===== config.mk =====
export PLATFORM = sky130hd
export DESIGN_NAME = pdm_sample_sequencer
export DESIGN_NICKNAME = d
export VERILOG_FILES = /design/src/rtl/pdm_sample_sequencer.sv
export SDC_FILE = /design/constraint.sdc
export NUM_CORES = 1
export LEC_CHECK = 0
export CELL_PAD_IN_SITES_DETAIL_PLACEMENT = 2
export CELL_PAD_IN_SITES_GLOBAL_PLACEMENT = 2
export CORE_ASPECT_RATIO = 0.6
export CORE_MARGIN = 4
export CORE_UTILIZATION = 36
export DETAILED_ROUTE_END_ITERATION = 8
export PLACE_DENSITY = 0.81
export RECOVER_POWER = 100
export SLEW_MARGIN = 20
export SYNTH_ARGS = -nofsm -noshare
export SYNTH_HDL_FRONTEND = slang
export SYNTH_SLANG_ARGS = --single-unit

===== constraint.sdc =====
create_clock -name clk -period 2.4 [get_ports clk]
set_clock_uncertainty 0.15 [all_clocks]
set_input_delay 0.48 -clock clk [delete_from_list [all_inputs] [get_ports clk]]
set_output_delay 0.48 -clock clk [all_outputs]
set_load 0.05 [all_outputs]

===== src/rtl/pdm_sample_sequencer.sv =====
// Sample-rate scheduler feeding the PDM modulator: FIFO in, one sample per tick out,
// with soft start/stop ramps when PDM_SEQ_RAMP_EN is defined (hard start/stop otherwise).
module pdm_sample_sequencer #(
  parameter int WIDTH      = 8,
  parameter int DIV_WIDTH  = 16,
  parameter int FIFO_DEPTH = 8
) (
  input  logic                          clk,
  input  logic                          reset,
  input  logic                          enable,
  input  logic [DIV_WIDTH-1:0]          rate_div,
  input  logic [WIDTH-1:0]              s_data,
  input  logic                          s_valid,
  output logic                          s_ready,
  output logic [WIDTH-1:0]              sample_out,
  output logic                          sample_tick,
  output logic                          underrun,
  output logic [$clog2(FIFO_DEPTH):0]   fifo_level,
  output logic                          active
);

  localparam int AW = $clog2(FIFO_DEPTH);
  localparam int LW = AW + 1;
  localparam logic [WIDTH-1:0] MIDSCALE  = {1'b1, {(WIDTH-1){1'b0}}};
  localparam logic [LW-1:0]    LVL_FULL  = LW'(FIFO_DEPTH);
  localparam logic [LW-1:0]    LVL_HALF  = LW'(FIFO_DEPTH / 2);

`ifdef PDM_SEQ_RAMP_EN
  typedef enum logic [2:0] {S_IDLE, S_RAMP_UP, S_FILL, S_PLAY, S_RAMP_DOWN} state_t;
`else
  typedef enum logic [1:0] {S_IDLE, S_FILL, S_PLAY} state_t;
`endif

  state_t               state_reg;
  logic [WIDTH-1:0]     sample_reg;
  logic [DIV_WIDTH-1:0] cnt_reg;
  logic                 tick_reg;

  logic [WIDTH-1:0]     mem [FIFO_DEPTH];
  logic [AW-1:0]        wr_ptr_reg;
  logic [AW-1:0]        rd_ptr_reg;
  logic [LW-1:0]        level_reg;

  logic full;
  logic empty;
  logic push;
  logic pop;
  logic flush;

  // Compare with >= so a rate_div lowered below the running count ticks at once.
  always_ff @(posedge clk) begin
    if (reset) begin
      cnt_reg  <= '0;
      tick_reg <= 1'b0;
    end else if (cnt_reg >= rate_div) begin
      cnt_reg  <= '0;
      tick_reg <= 1'b1;
    end else begin
      cnt_reg  <= cnt_reg + DIV_WIDTH'(1);
      tick_reg <= 1'b0;
    end
  end

  assign full    = (level_reg == LVL_FULL);
  assign empty   = (level_reg == '0);
  assign s_ready = !reset && !full;
  assign push    = s_valid && s_ready;

  always_comb begin
    pop   = 1'b0;
    flush = 1'b0;
    case (state_reg)
      S_PLAY: begin
        pop = enable && tick_reg && !empty;
`ifndef PDM_SEQ_RAMP_EN
        flush = !enable;
`endif
      end
`ifdef PDM_SEQ_RAMP_EN
      S_RAMP_DOWN: flush = (sample_reg == '0) ||
                           (tick_reg && sample_reg == WIDTH'(1));
`else
      S_FILL: flush = !enable;
`endif
      default: ;
    endcase
  end

  always_ff @(posedge clk) begin
    if (push) begin
      mem[wr_ptr_reg] <= s_data;
    end
  end

  // Flush wins over a same-cycle push so the FIFO is guaranteed empty in IDLE.
  always_ff @(posedge clk) begin
    if (reset || flush) begin
      wr_ptr_reg <= '0;
      rd_ptr_reg <= '0;
      level_reg  <= '0;
    end else begin
      if (push) wr_ptr_reg <= wr_ptr_reg + AW'(1);
      if (pop)  rd_ptr_reg <= rd_ptr_reg + AW'(1);
      level_reg <= level_reg + LW'(push) - LW'(pop);
    end
  end

  always_ff @(posedge clk) begin
    if (reset) begin
      state_reg  <= S_IDLE;
      sample_reg <= '0;
    end else begin
      case (state_reg)
        S_IDLE: begin
          sample_reg <= '0;
          if (enable) begin
`ifdef PDM_SEQ_RAMP_EN
            state_reg <= S_RAMP_UP;
`else
            state_reg  <= S_FILL;
            sample_reg <= MIDSCALE;
`endif
          end
        end
`ifdef PDM_SEQ_RAMP_EN
        S_RAMP_UP: begin
          if (!enable) begin
            state_reg <= S_RAMP_DOWN;
          end else if (tick_reg) begin
            if (sample_reg >= MIDSCALE - WIDTH'(1)) begin
              sample_reg <= MIDSCALE;
              state_reg  <= S_FILL;
            end else begin
              sample_reg <= sample_reg + WIDTH'(1);
            end
          end
        end
        S_RAMP_DOWN: begin
          if (sample_reg == '0) begin
            state_reg <= S_IDLE;
          end else if (tick_reg) begin
            sample_reg <= sample_reg - WIDTH'(1);
            if (sample_reg == WIDTH'(1)) state_reg <= S_IDLE;
          end
        end
`endif
        S_FILL: begin
          if (!enable) begin
`ifdef PDM_SEQ_RAMP_EN
            state_reg <= S_RAMP_DOWN;
`else
            state_reg  <= S_IDLE;
            sample_reg <= '0;
`endif
          end else if (level_reg >= LVL_HALF) begin
            state_reg <= S_PLAY;
          end
        end
        S_PLAY: begin
          if (!enable) begin
`ifdef PDM_SEQ_RAMP_EN
            state_reg <= S_RAMP_DOWN;
`else
            state_reg  <= S_IDLE;
            sample_reg <= '0;
`endif
          end else if (pop) begin
            sample_reg <= mem[rd_ptr_reg];
          end
        end
        default: begin
          state_reg  <= S_IDLE;
          sample_reg <= '0;
        end
      endcase
    end
  end

  assign sample_out  = sample_reg;
  assign sample_tick = tick_reg;
  assign underrun    = (state_reg == S_PLAY) && tick_reg && empty;
  assign fifo_level  = level_reg;
  assign active      = (state_reg != S_IDLE);

endmodule


; ---- After elaboration in Yosys (flattened, before gate mapping)
; Memory sizes are Yosys's and may differ from the RTL's. A register that Yosys moved wholly into a read port is not among the register bits.
; Cells that the tools add are included.
[classes]
n_addsub = 5
magnitude_cmp = 2
n_eq_ne = 8
n_mux = 17
reduce_logical = 18
[ops]
columns = op, n
row1 = $mux W8, 4
row2 = $pmux W8 S3, 1
row3 = $add A16 B1 Y16 const B, 1
row4 = $ge A16 B16 Y1, 1
row5 = $mux W2, 4
row6 = $add A3 B1 Y3 const B, 2
row7 = $logic_and A1 B1 Y1, 6
row8 = $mux W3, 2
row9 = $ne A2 B2 Y1 const B, 3
row10 = $ne A3 B3 Y1 const B, 2
row11 = $pmux W2 S3, 1
row12 = $mux W1, 5
row13 = $add A4 B1 Y4, 1
row14 = $eq A4 B4 Y1 const B, 1
row15 = $ge A4 B3 Y1 const B, 1
row16 = $logic_not A1 Y1, 4
row17 = $logic_not A4 Y1, 1
row18 = $reduce_or A2 Y1, 2
row19 = $sub A4 B1 Y4, 1
row20 = $reduce_and A3 Y1, 1
row21 = $eq A2 B1 Y1 const B, 1
row22 = $eq A2 B2 Y1 const B, 1
row23 = $logic_not A2 Y1, 1
row24 = $reduce_and A2 Y1, 1
row25 = other kinds (2), 2
[word_totals]
reg_bits = 37
ramBits = 64
output_inout_bits = 16
word_cells = 58
memories = 1
[mem_list]
columns = memory, words, width, rd, rd_ports_with_merged_regs, wr, line_no
row1 = mem, 8, 8, 1, 1, 1, 39  ; logic [WIDTH-1:0] mem [FIFO_DEPTH];

; ---- Depth between registers and ports, before layout
; Gate-level depths: netlist of run 1.
[logic_depth]
ltp_word = 7
ltp_mapped = 12
ltp_nobuf = 12

; ---- Worst setup path after synthesis of run 1
; OpenSTA, ideal clock, no wires.
[synth_path]
path_type = flip-flop to flip-flop
startpoint = register level_reg[2] (netlist: fifo_level[2])
endpoint = register level_reg[2] (netlist: fifo_level[2])
arrival_time_ps = 2668
required_ps = 2122
path_slack_ps = -546
path_stages_with_launch = 13
path_buffers = 0
cell_sequence = dfxtp_1 > inv_1 > ha_1 > nor3b_1 > or3_1 > inv_1 > ha_1 > inv_1 > ha_1 > inv_1 > fa_1 > xor2_1 > nor2_1
[synth_lines]
columns = element, line_no
row1 = "start, declared", 42  ; logic [LW-1:0] level_reg;
row2 = "start signal, assigned", 104  ; level_reg <= level_reg + LW'(push) - LW'(pop);
row3 = $logic_not A4 Y1, 65  ; assign empty = (level_reg == '0);
row4 = $logic_not A1 Y1, 74  ; pop = enable && tick_reg && !empty;
row5 = $logic_and A1 B1 Y1, 74
row6 = $mux W1, 72  ; case (state_reg)
row7 = via pop, 47  ; logic pop;
row8 = $sub A4 B1 Y4, 104
; The timed path passes the listed nets, and every way through them passes these cells.
; A chain may end at the register's enable or synchronous reset.

; ---- Worst setup path after layout of run 1
[layout_path]
startpoint = input port rate_div[10]
endpoint = register cnt_reg[5]
[layout_via]
elab_chain_cells = 2
[layout_rtl]
columns = element, line_no
row1 = "start, declared", 11  ; input logic [DIV_WIDTH-1:0] rate_div,
row2 = $ge A16 B16 Y1, 55  ; end else if (cnt_reg >= rate_div) begin
row3 = $reduce_or A2 Y1 (no source line), n/a
row4 = "end signal, assigned", 59  ; cnt_reg <= cnt_reg + DIV_WIDTH'(1);
row5 = "end, declared", 36  ; logic [DIV_WIDTH-1:0] cnt_reg;
; Every way passes these cells.

==> impl_results.md, run 1 <==
- Status: complete, no violations
- WS Path Type: input pin to register
- Async set-reset flop share out of synthesis: 0%
- Vias per cell: 5.27
- Met3 usage: 4.49%
- Largest net degree at the start of global routing: 18
- Post-Layout Cell Count: 591
- Synthesis-to-finish area growth: 27.3%
- Die height: 95.7 um
- CTS clock-pin slew for the worst setup and hold paths: 0.07 ns
- Ports: 44
- Tmin final: 2.34 ns
- Yosys Warn Count: 0
- Internal power: 2.95 mW
- Setup_tns: 0 ns
- Worst hold path class: register to register
- Ranking of synthesized cells by area: edfxtp_1 (42%), dfxtp_1 (17%), mux4_2 (7.8%)
- Worst Path Max Fanout: 8
- Routed wire length: 12700 um
- Met2 usage: 31.1%
- Period Utilization, post-route: 97.6%
- Max reg flops: 64
- LEAKAGE: 2.09 nW
- Input/output buffers: 43
- Worst hold slack: 0.313 ns
- Fin. max-slew vios: 0
- Worst-Margin Slew: 0.947 ns
- Register share of total power: 50.7%
- Cell area power density: 663 nW/um^2
- Layout cells sized above 1: 22.3%
- DR vias: 3117
- Placed Instances: 574
- Global-route wire length before repair: 20200 um
- Core box area: 12300 um^2
- Power share of the clock group: 37.6%
- Antenna cells: 0
- ANT nets after route: 0
- Iteration-0 DRC Markers: 174
- Post-Syn Area: 4610 um^2
- Remaining global-route overflow: 0
- Routed len/inst: 21.5 um
- CTS Hold Buffers Added: 0
- Vias in the first global route: 3450
- Syn avg cell area: 13.2 um^2
- Largest area contributor in the netlist: edfxtp_1
- Routability cong.: 0.746
- Pre-Repair DR Iteration Count: 4
- CP startpoint kind: input pin
- RSZ-0062 raised after global routing: yes
- Max clock buf depth: 2
- #FFs+latches synth: 104
- Peak VDD IR: 0.000315 V
- Net count after synthesis: 406
- Post-DP HPWL: 9180 um
- Max-capacitance violation count: 0
- Logic pwr share: 11.7%
- Filler Cells Inserted: 1203
- Area of the die: 14700 um^2
- Final net count: 478
- Post-synthesis sequential area ratio: 59.1%
- Netlist cell types: 44
- Die W: 154 um
- Total track usage: 18.3%
- Clk Latency, worst-skew pair: 0.35 ns
- Layer with the highest usage: met2
- Top-area cell type share of the netlist area: 41.7%
- CTS tree: built
- WP data required: 2.48 ns
- Critical path arrival: 2.42 ns
- CTS root buf: clkbuf_16
- Ys flop type: edfxtp_1
- Switching power: 943 uW
- H-Tree Depth: 3
- Drt drc: 0
- CTS Buf Count: 9
- Met1 usage: 24.6%
- CP endpoint kind: register
- # setup viols final: 0
- Switching share of power: 24.2%
- FP Rows: 31
- Number of synthesized flops with an enable pin: 64
- Hold Violations, Final: 0
- Total clock sinks: 104
- F_max: 427 MHz
- Initial Util: 37.5%
- Post-synthesis cell count: 349
- Initial antenna violation count: 0
- Slew HR: 36.8%
[stage by stage]
stage	worst slack, ns	instance area [um^2]	utilization, %	power (mW)
after floorplan	-0.0526	4690	-	2.25
after global placement	-0.333	5520	44.9	2.43
after detailed placement	-0.386	5520	44.9	2.46
after CTS	0.00692	5830	47.4	3.93
after global routing	-0.0227	5870	47.7	4.06
final	0.0572	5870	47.7	3.89
[logic make-up (layout without fill, tap and decap cells)]
logic type / count (synthesis) / in the layout / share of synthesized area [%]
xor+xnor: 17 / 17 / 3.23
compound gates: 42 / 42 / 6.08
simple gates: 88 / 88 / 10.2
buf+inv: 44 / 121 / 3.64
fa+ha+maj: 29 / 29 / 8.03
mux: 25 / 25 / 9.80
flops: 104 / 104 / 59.1
[per-layer routing]
| metal | up-vias | part of all wire, % |
|---|---|---|
| li1 | 1433 | - |
| met1 | 1612 | 46 |
| met2 | 59 | 49 |
| met3 | 13 | 4.0 |
| met4 | 0 | 0.79 |
| met5 | - | 0 |
[critical path, stage by stage]
cell             delay [ns]
clkdlybuf4s50_1        0.48
inv_1                  0.07
ha_1                   0.30
nand4_1                0.21
nor4_2                 0.38
a221o_1                0.24
buf_4                  0.18
nor3_1                 0.08
[timing repair]
action,4_1_cts,5_1_grt
buffers inserted,0,2
gates resized for setup,7,8
pin swaps,1,5
gates cloned,0,0
endpoints found under the setup margin,4,5
hold endpoints to repair,0,0
[Yosys cell counts (2+ instances only)]
cell type / n
edfxtp_1: 64
dfxtp_1: 40
inv_1: 33
ha_1: 28
nor3_1: 18
mux4_2: 16
nor2_1: 16
nand2_1: 14
a21oi_1: 13
xor2_1: 10
nand3_1: 9
clkbuf_1: 8
mux2i_1: 8
o2bb2ai_1: 7
xnor2_1: 7
nand4_1: 5
o21ai_0: 5
o21ai_1: 5
or3_1: 4
a211oi_1: 3
nand2b_1: 3
nor4_1: 3
a21o_1: 2
a221o_1: 2
and2_1: 2
and4_1: 2
buf_2: 2
nor2b_1: 2
nor3b_1: 2
o211ai_1: 2
[final timing paths]
kind	from	endpoint	slack (ns)	cells after the start
setup / recovery	rate_div[10]	cnt_reg[5]$_SDFF_PP0_	0.06	8
hold reg to reg	sample_out[2]$_SDFFE_PP0P_	sample_out[2]$_SDFFE_PP0P_	0.31	1
hold / removal	sample_out[2]$_SDFFE_PP0P_	sample_out[2]$_SDFFE_PP0P_	0.31	1
setup reg to reg	fifo_level[2]$_SDFF_PP0_	fifo_level[1]$_SDFF_PP0_	0.06	11
[power groups by stage]
stage / registers [mW] / logic, mW / clock network, mW
finish: 1.97 / 0.456 / 1.46
global route: 1.98 / 0.503 / 1.58
CTS: 1.97 / 0.454 / 1.50
detailed placement: 2.01 / 0.448 / 0
global placement: 2.01 / 0.418 / 0
floorplan: 2.04 / 0.211 / 0
[final cells by class]
type	count	area [um^2]	share of cell area (%)
sequential	104	2730	46.6
multi-input combinational	201	1840	31.3
timing repair buffer	72	673	11.5
clock buffer	11	233	3.97
tap	165	206	3.52
inverter	33	129	2.20
clock inverter	5	57.6	0.981
[layout by cell type, fill, tap and decap left out, types with 4 or more instances in the layout]
cell	netlist	final
o21ai_0	5	5
buf_4	0	27
inv_2	0	5
clkbuf_1	8	4
mux4_2	16	16
o2bb2ai_1	7	7
o21ai_1	5	5
xor2_1	10	10
nand3_1	9	9
clkbuf_16	0	9
dfxtp_1	40	35
inv_1	33	26
dlygate4sd3_1	0	8
xnor2_1	7	7
nor2_1	16	16
nand4_1	5	5
clkdlybuf4s50_1	0	31
edfxtp_1	64	64
ha_4	0	5
nor3_1	18	18
ha_1	28	23
a21oi_1	13	12
nand2_1	14	12
mux2i_1	8	8
Power figures use the tool's default switching activity.
==> run 2: changes to the inputs <==
--- a/config.mk
+++ b/config.mk
@@ -5,6 +5,7 @@
 export SDC_FILE = /design/constraint.sdc
 export NUM_CORES = 1
 export LEC_CHECK = 0
+export CAP_MARGIN = 25
 export CELL_PAD_IN_SITES_DETAIL_PLACEMENT = 2
 export CELL_PAD_IN_SITES_GLOBAL_PLACEMENT = 2
 export CORE_ASPECT_RATIO = 0.6
==> results of run 2 <==
Final layout, timing and power as in run 1 (identical DEF).
